[config.mk]
export PLATFORM = sky130hd
export DESIGN_NAME = hms_cntdw_ctrl
export DESIGN_NICKNAME = d
export VERILOG_FILES = /design/src/rtl/cntdw_pkg.sv /design/src/rtl/hms_digit.sv /design/src/rtl/hms_cntdw_ctrl.sv
export SDC_FILE = /design/constraint.sdc
export NUM_CORES = 1
export LEC_CHECK = 0
export CORE_MARGIN = 8
export CORE_UTILIZATION = 52
export DETAILED_ROUTE_END_ITERATION = 12
export PLACE_DENSITY_LB_ADDON = 0.08
export SLEW_MARGIN = 20
export SYNTH_ARGS = -nofsm -noshare
export SYNTH_HDL_FRONTEND = slang
export SYNTH_SLANG_ARGS = --single-unit
[constraint.sdc]
create_clock -name clk -period 1.86 [get_ports clk]
set_input_delay 0.372 -clock clk [delete_from_list [all_inputs] [get_ports clk]]
set_output_delay 0.372 -clock clk [all_outputs]
set_load 0.01 [all_outputs]
[src/rtl/cntdw_pkg.sv]
// rtl/cntdw_pkg.sv - shared types and constants for the HMS countdown controller
//
// Purpose: FSM state encoding and the field widths and limits of the H:M:S count.
// Ports:   none (package).
package cntdw_pkg;

  typedef enum logic [1:0] {
    ST_IDLE  = 2'd0,
    ST_RUN   = 2'd1,
    ST_PAUSE = 2'd2,
    ST_ALARM = 2'd3
  } state_t;

  localparam int SEC_W   = 6;
  localparam int MIN_W   = 6;
  localparam int HOUR_W  = 5;
  localparam int SEC_MAX = 59;
  localparam int MIN_MAX = 59;

endpackage

[src/rtl/hms_digit.sv]
// rtl/hms_digit.sv - one wrapping H:M:S field register
//
// Purpose: holds one field of the count. Increment wraps MAX->0 and decrement
//          wraps 0->MAX. Load has priority over inc, and inc over dec.
//          The borrow chain between fields is built by the parent.
// Ports:
//   clk        - clock, posedge
//   resetn     - asynchronous active-low reset, clears value
//   inc        - increment with wrap
//   dec        - decrement with wrap
//   load       - load load_value
//   load_value - value used when load is set
//   value      - current field value
//   is_zero    - value == 0
module hms_digit
  import cntdw_pkg::*;
#(
  parameter int W   = 6,
  parameter int MAX = 59
) (
  input  logic         clk,
  input  logic         resetn,
  input  logic         inc,
  input  logic         dec,
  input  logic         load,
  input  logic [W-1:0] load_value,
  output logic [W-1:0] value,
  output logic         is_zero
);

  localparam logic [W-1:0] MAX_V = W'(MAX);

  always_ff @(posedge clk or negedge resetn) begin
    if (!resetn) begin
      value <= '0;
    end else if (load) begin
      value <= load_value;
    end else if (inc) begin
      value <= (value == MAX_V) ? '0 : value + 1'b1;
    end else if (dec) begin
      value <= (value == '0) ? MAX_V : value - 1'b1;
    end
  end

  assign is_zero = (value == '0);

endmodule

[src/rtl/hms_cntdw_ctrl.sv]
// rtl/hms_cntdw_ctrl.sv - H:M:S countdown control, counting and alarm timing
//
// Purpose: user sets H:M:S in IDLE, start runs a borrow-chained countdown on
//          the 1 Hz tick, start/stop pauses and resumes, and expiry raises a
//          timed alarm that returns to IDLE with the preset restored.
//          Build option CNTDW_AUTO_RELOAD_EN: expiry reloads the preset and keeps
//          running instead of entering ALARM.
// Ports:
//   clk                 - clock, posedge
//   i_countdowner_reset - asynchronous active-low reset
//   i_tick              - 1 Hz enable pulse
//   i_start_stop        - start / pause / resume / alarm acknowledge pulse
//   i_clear             - clear count and preset
//   i_inc_sec/min/hour  - field increment pulses (IDLE only)
//   i_alarm_en          - level, gates o_alarm
//   o_sec, o_min, o_hour- current count
//   o_state             - IDLE=0 RUN=1 PAUSE=2 ALARM=3
//   o_alarm             - buzzer request
//   o_done              - one-cycle expiry pulse
module hms_cntdw_ctrl
  import cntdw_pkg::*;
#(
  parameter int ALARM_TICKS = 10,
  parameter int HOUR_MAX    = 23
) (
  input  logic              clk,
  input  logic              i_countdowner_reset,
  input  logic              i_tick,
  input  logic              i_start_stop,
  input  logic              i_clear,
  input  logic              i_inc_sec,
  input  logic              i_inc_min,
  input  logic              i_inc_hour,
  input  logic              i_alarm_en,
  output logic [SEC_W-1:0]  o_sec,
  output logic [MIN_W-1:0]  o_min,
  output logic [HOUR_W-1:0] o_hour,
  output logic [1:0]        o_state,
  output logic              o_alarm,
  output logic              o_done
);

  localparam int ACW = $clog2(ALARM_TICKS + 1);

  state_t              state, state_next;
  logic [SEC_W-1:0]    preset_sec, preset_sec_next;
  logic [MIN_W-1:0]    preset_min, preset_min_next;
  logic [HOUR_W-1:0]   preset_hour, preset_hour_next;
  logic [ACW-1:0]      acnt, acnt_next, acnt_inc;
  logic                alarm_next, done_next;

  logic                sec_zero, min_zero, hour_zero, count_zero, expiring;
  logic                load;
  logic [SEC_W-1:0]    load_sec;
  logic [MIN_W-1:0]    load_min;
  logic [HOUR_W-1:0]   load_hour;
  logic                inc_sec, inc_min, inc_hour;
  logic                dec_sec, dec_min, dec_hour;

  // Only the highest-priority event of a cycle acts.
  logic ev_clear, ev_ss, ev_inc, ev_tick;
  assign ev_clear = i_clear;
  assign ev_ss    = !i_clear && i_start_stop;
  assign ev_inc   = !i_clear && !i_start_stop && (i_inc_sec || i_inc_min || i_inc_hour);
  assign ev_tick  = !i_clear && !i_start_stop && !(i_inc_sec || i_inc_min || i_inc_hour)
                    && i_tick;

  assign count_zero = sec_zero && min_zero && hour_zero;
  // The decrement about to happen lands on 00:00:00 exactly when the count is 00:00:01.
  assign expiring   = hour_zero && min_zero && (o_sec == SEC_W'(1));
  assign acnt_inc   = acnt + 1'b1;

  hms_digit #(.W(SEC_W), .MAX(SEC_MAX)) u_sec (
    .clk        (clk),
    .resetn     (i_countdowner_reset),
    .inc        (inc_sec),
    .dec        (dec_sec),
    .load       (load),
    .load_value (load_sec),
    .value      (o_sec),
    .is_zero    (sec_zero)
  );

  hms_digit #(.W(MIN_W), .MAX(MIN_MAX)) u_min (
    .clk        (clk),
    .resetn     (i_countdowner_reset),
    .inc        (inc_min),
    .dec        (dec_min),
    .load       (load),
    .load_value (load_min),
    .value      (o_min),
    .is_zero    (min_zero)
  );

  hms_digit #(.W(HOUR_W), .MAX(HOUR_MAX)) u_hour (
    .clk        (clk),
    .resetn     (i_countdowner_reset),
    .inc        (inc_hour),
    .dec        (dec_hour),
    .load       (load),
    .load_value (load_hour),
    .value      (o_hour),
    .is_zero    (hour_zero)
  );

  always_ff @(posedge clk or negedge i_countdowner_reset) begin
    if (!i_countdowner_reset) begin
      state       <= ST_IDLE;
      preset_sec  <= '0;
      preset_min  <= '0;
      preset_hour <= '0;
      acnt        <= '0;
      o_alarm     <= 1'b0;
      o_done      <= 1'b0;
    end else begin
      state       <= state_next;
      preset_sec  <= preset_sec_next;
      preset_min  <= preset_min_next;
      preset_hour <= preset_hour_next;
      acnt        <= acnt_next;
      o_alarm     <= alarm_next;
      o_done      <= done_next;
    end
  end

  always_comb begin
    state_next       = state;
    preset_sec_next  = preset_sec;
    preset_min_next  = preset_min;
    preset_hour_next = preset_hour;
    acnt_next        = acnt;
    alarm_next       = 1'b0;
    done_next        = 1'b0;
    load             = 1'b0;
    load_sec         = preset_sec;
    load_min         = preset_min;
    load_hour        = preset_hour;
    inc_sec          = 1'b0;
    inc_min          = 1'b0;
    inc_hour         = 1'b0;
    dec_sec          = 1'b0;
    dec_min          = 1'b0;
    dec_hour         = 1'b0;

    if (ev_clear) begin
      load             = 1'b1;
      load_sec         = '0;
      load_min         = '0;
      load_hour        = '0;
      preset_sec_next  = '0;
      preset_min_next  = '0;
      preset_hour_next = '0;
      acnt_next        = '0;
      state_next       = ST_IDLE;
    end else begin
      case (state)
        ST_IDLE: begin
          if (ev_inc) begin
            inc_sec  = i_inc_sec;
            inc_min  = i_inc_min;
            inc_hour = i_inc_hour;
          end else if (ev_ss && !count_zero) begin
            preset_sec_next  = o_sec;
            preset_min_next  = o_min;
            preset_hour_next = o_hour;
            state_next       = ST_RUN;
          end
        end
        ST_RUN: begin
          if (ev_ss) begin
            state_next = ST_PAUSE;
          end else if (ev_tick) begin
            // Seconds always step; wrap 0->59 supplies the borrowed 59.
            dec_sec  = 1'b1;
            dec_min  = sec_zero;
            dec_hour = sec_zero && min_zero;
            if (expiring) begin
              done_next = 1'b1;
`ifdef CNTDW_AUTO_RELOAD_EN
              // Load overrides the decrement inside each digit.
              load = 1'b1;
`else
              state_next = ST_ALARM;
              acnt_next  = '0;
              alarm_next = i_alarm_en;
`endif
            end
          end
        end
        ST_PAUSE: begin
          if (ev_ss) begin
            state_next = ST_RUN;
          end
        end
        ST_ALARM: begin
          alarm_next = i_alarm_en;
          if (ev_ss || (ev_tick && (acnt_inc == ACW'(ALARM_TICKS)))) begin
            state_next = ST_IDLE;
            load       = 1'b1;
            acnt_next  = '0;
            alarm_next = 1'b0;
          end else if (ev_tick) begin
            acnt_next = acnt_inc;
          end
        end
        default: state_next = ST_IDLE;
      endcase
    end
  end

  assign o_state = state;

endmodule

==> metrics.txt <==
run status finished, violations left; failing checks hold timing, setup timing; clock sink total 42; drt via density 6.17; Initial Utilization 54.1%; DRT antenna net count 0; initial DRC count 217; arrival time at the worst endpoint 2140 ps; Peak VDD IR 0.373 mV; number of global-route vias before repair 3197; Post-synth EDFFs 0; fin util between 70 and 80%; Worst Setup Start Kind register; P_sw 717 uW; fmax 511 MHz; Net Sw Frac 31.0%; worst hold path type input pin to asynchronous set/reset pin; Finished Layout Cells 530; top cells by count, synth nand2_1 (56), dfrtp_1 (42), a21oi_1 (30); Routed WL 9780 um; Crit Path Max Fanout 6; Inst Count DP 501; FP Rows 27; Syn Area/Cell 8.33 um^2; path depth of the worst reg2reg path 8; Overflow after GRT 0; Clock power frac between 30 and 40%; Ys Warns 0; worst endpoint required time 2040 ps; die area roughly 8400 um^2; final max-slew violation count 0; n_diodes 0; share of flip-flops with an asynchronous set or reset 100%; Area contributors post-synth dfrtp_1 (35%), nand2_1 (7.1%), a21oi_1 (5.0%); final worst slack -95.3 ps; Residual DRC 0; leakage power slightly below 0.002 uW; Power Total ~2300 uW; GRT Overall Usage between 20% and 30%; largest net degree at the start of global routing 35; min cycle time layout ~2000 ps; share of layout cells above drive strength 1 35.4%; clock root buffer clkbuf_8; top-count cell post-synth nand2_1; proportion of netlist area held by the largest area contributor a little over a third; Synth Cell Area 2980 um^2; number of setup violations in the final report 20; first-pass GRT wire length 15700 um; FF+latch count, synth 42; Die H 91.7 um; Clock Pin Slew Worst Setup and Hold Paths roughly 90 ps; final weighted congestion in routability-driven placement between 0.8 and 0.9; Combinational Power Share 27.6%; Synth Flop Type dfrtp_1; worst skew pair latency 300 ps; # IOs 30; Synth Net Count roughly 380; Final Cycle Share 105%; Core ar. 5510 um^2; Avg WL per Cell roughly 18 um; Internal Power 1590 uW; Hold Worst Slack -4.35 ps; initial antenna violation count 0; post-synth top area cell dfrtp_1; Cells after Synth roughly 360; Crit. End Element register; Pre-antenna DRT Iters 4; Yosys cell types 70; fillcell total between 300 and 400; slew margin rel. between 70 and 80%; vias approximately 3300; deepest clock path buffer count 2; Final #Nets 478; DP HPWL 6020 um; Die W ~92 um; # Max-Cap Violations 0; critical path type register to register; pwr dens 526 nW/um^2; Area growth, synth to finish 47.4%; Num CTS Buffers 5; RSZ-0062 raised after global routing true; post-synthesis sequential area ratio 35.3%; count of input and output buffers 29; CTS tree built; final-report hold violation count 5; clk_skew 9.79 ps; Sequential Power Share 41.9%; Worst Tran Pin Value 434 ps; H-tree Lvls 2
worst paths after layout:
check / start / end / slack [ps]
worst min-delay path: i_countdowner_reset / u_sec.value[5] / -4
worst max-delay path: acnt[0] / u_min.value[5] / -100
worst min register to register: preset_min[0] / preset_min[0] / 480
max in group asynchronous: i_countdowner_reset / u_hour.value[0] / 1280
worst max register to register: acnt[0] / u_min.value[5] / -100
min in group clk: preset_min[0] / preset_min[0] / 480
final cells by class:
class | count | area, um^2 | area share [%]
multi-input combinational | 279 | 2030 | 46.2
sequential | 42 | 1060 | 24.1
timing repair buffer | 114 | 1050 | 23.9
clock buffer | 8 | 110 | 2.51
tap | 72 | 90.1 | 2.05
inverter | 15 | 56.3 | 1.28
power by group through the flow:
stage	Combinational (uW)	Sequential, uW	Clock [uW]
2_1_floorplan	280	1000	0
3_3_place_gp	542	983	0
3_5_place_dp	549	983	0
4_1_cts	595	966	716
5_1_grt	691	973	742
6_report	639	968	704
kinds of logic after synthesis:
family / count (synthesis) / share of synthesized area, %
and+or+nand+nor: 145 / 25.4
adders and majority gates: 12 / 5.04
DFF: 42 / 35.3
buffers and inverters: 40 / 6.34
muxes: 2 / 0.672
xor gates and xnor gates: 2 / 0.588
AOI/OAI and AO/OA: 115 / 26.7
metal layers:
layer	GRT usage (%)	part of all wire [%]	vias to the layer above
met3	5.13	7.7	33
met5	0	0	-
met2	36.9	47	170
met4	7.52	3.1	0
met1	28.3	42	1549
li1	-	-	1518
cell usage in the layout (no fill, tap or decap), types with 3 or more instances in the layout:
cell,count
o31ai_1,8
clkdlybuf4s50_1,17
buf_12,5
nand2_1,50
o21ai_1,12
buf_4,68
dfrtp_1,36
dfrtp_2,6
nor3_1,7
and3_1,3
nor4_4,3
buf_6,11
clkbuf_8,8
nor2_2,3
nand2_2,6
o21ai_0,13
inv_2,3
inv_1,12
a211oi_2,5
ha_1,10
o211ai_4,3
dlymetal6s2s_1,4
nand4_1,6
nand3_1,16
a21oi_2,6
nor2_1,19
a21oi_1,24
dlygate4sd2_1,6
nor3_2,4
o211ai_1,11
through the flow:
| step | setup TNS [ps] | instance area, um^2 | worst slack [ps] |
|---|---|---|---|
| global route | -3500 | 4390 | -194 |
| floorplan | -27.4 | 3030 | -18.2 |
| global placement | -16800 | 3810 | -547 |
| CTS | -157 | 4230 | -42.7 |
| finish | -852 | 4390 | -95.3 |
| detailed placement | -18720 | 3810 | -616 |
worst max-delay path, cell delays in order, from the launching register on:
cell and delay, ps:
dfrtp_1 420, and3b_1 180, o211ai_1 310, a21oi_4 110, buf_6 150, o211ai_4 200, buf_12 160, o2111ai_1 140
o211a_1 160
registers in the layout (all words and copies together) (netlist names):
signal	count
preset_min	6
preset_sec	6
u_min.value	6
u_sec.value	6
preset_hour	5
u_hour.value	5
acnt	4
o_state	2
o_alarm	1
o_done	1
repair_timing:
action	CTS	global route
setup buffers	16	2
setup endpoints to repair	41	45
gates resized for setup	37	53
pin swaps	21	21
hold buffers	0	0
cloned	4	0
No activity file was read; power rests on OpenSTA's default activity.
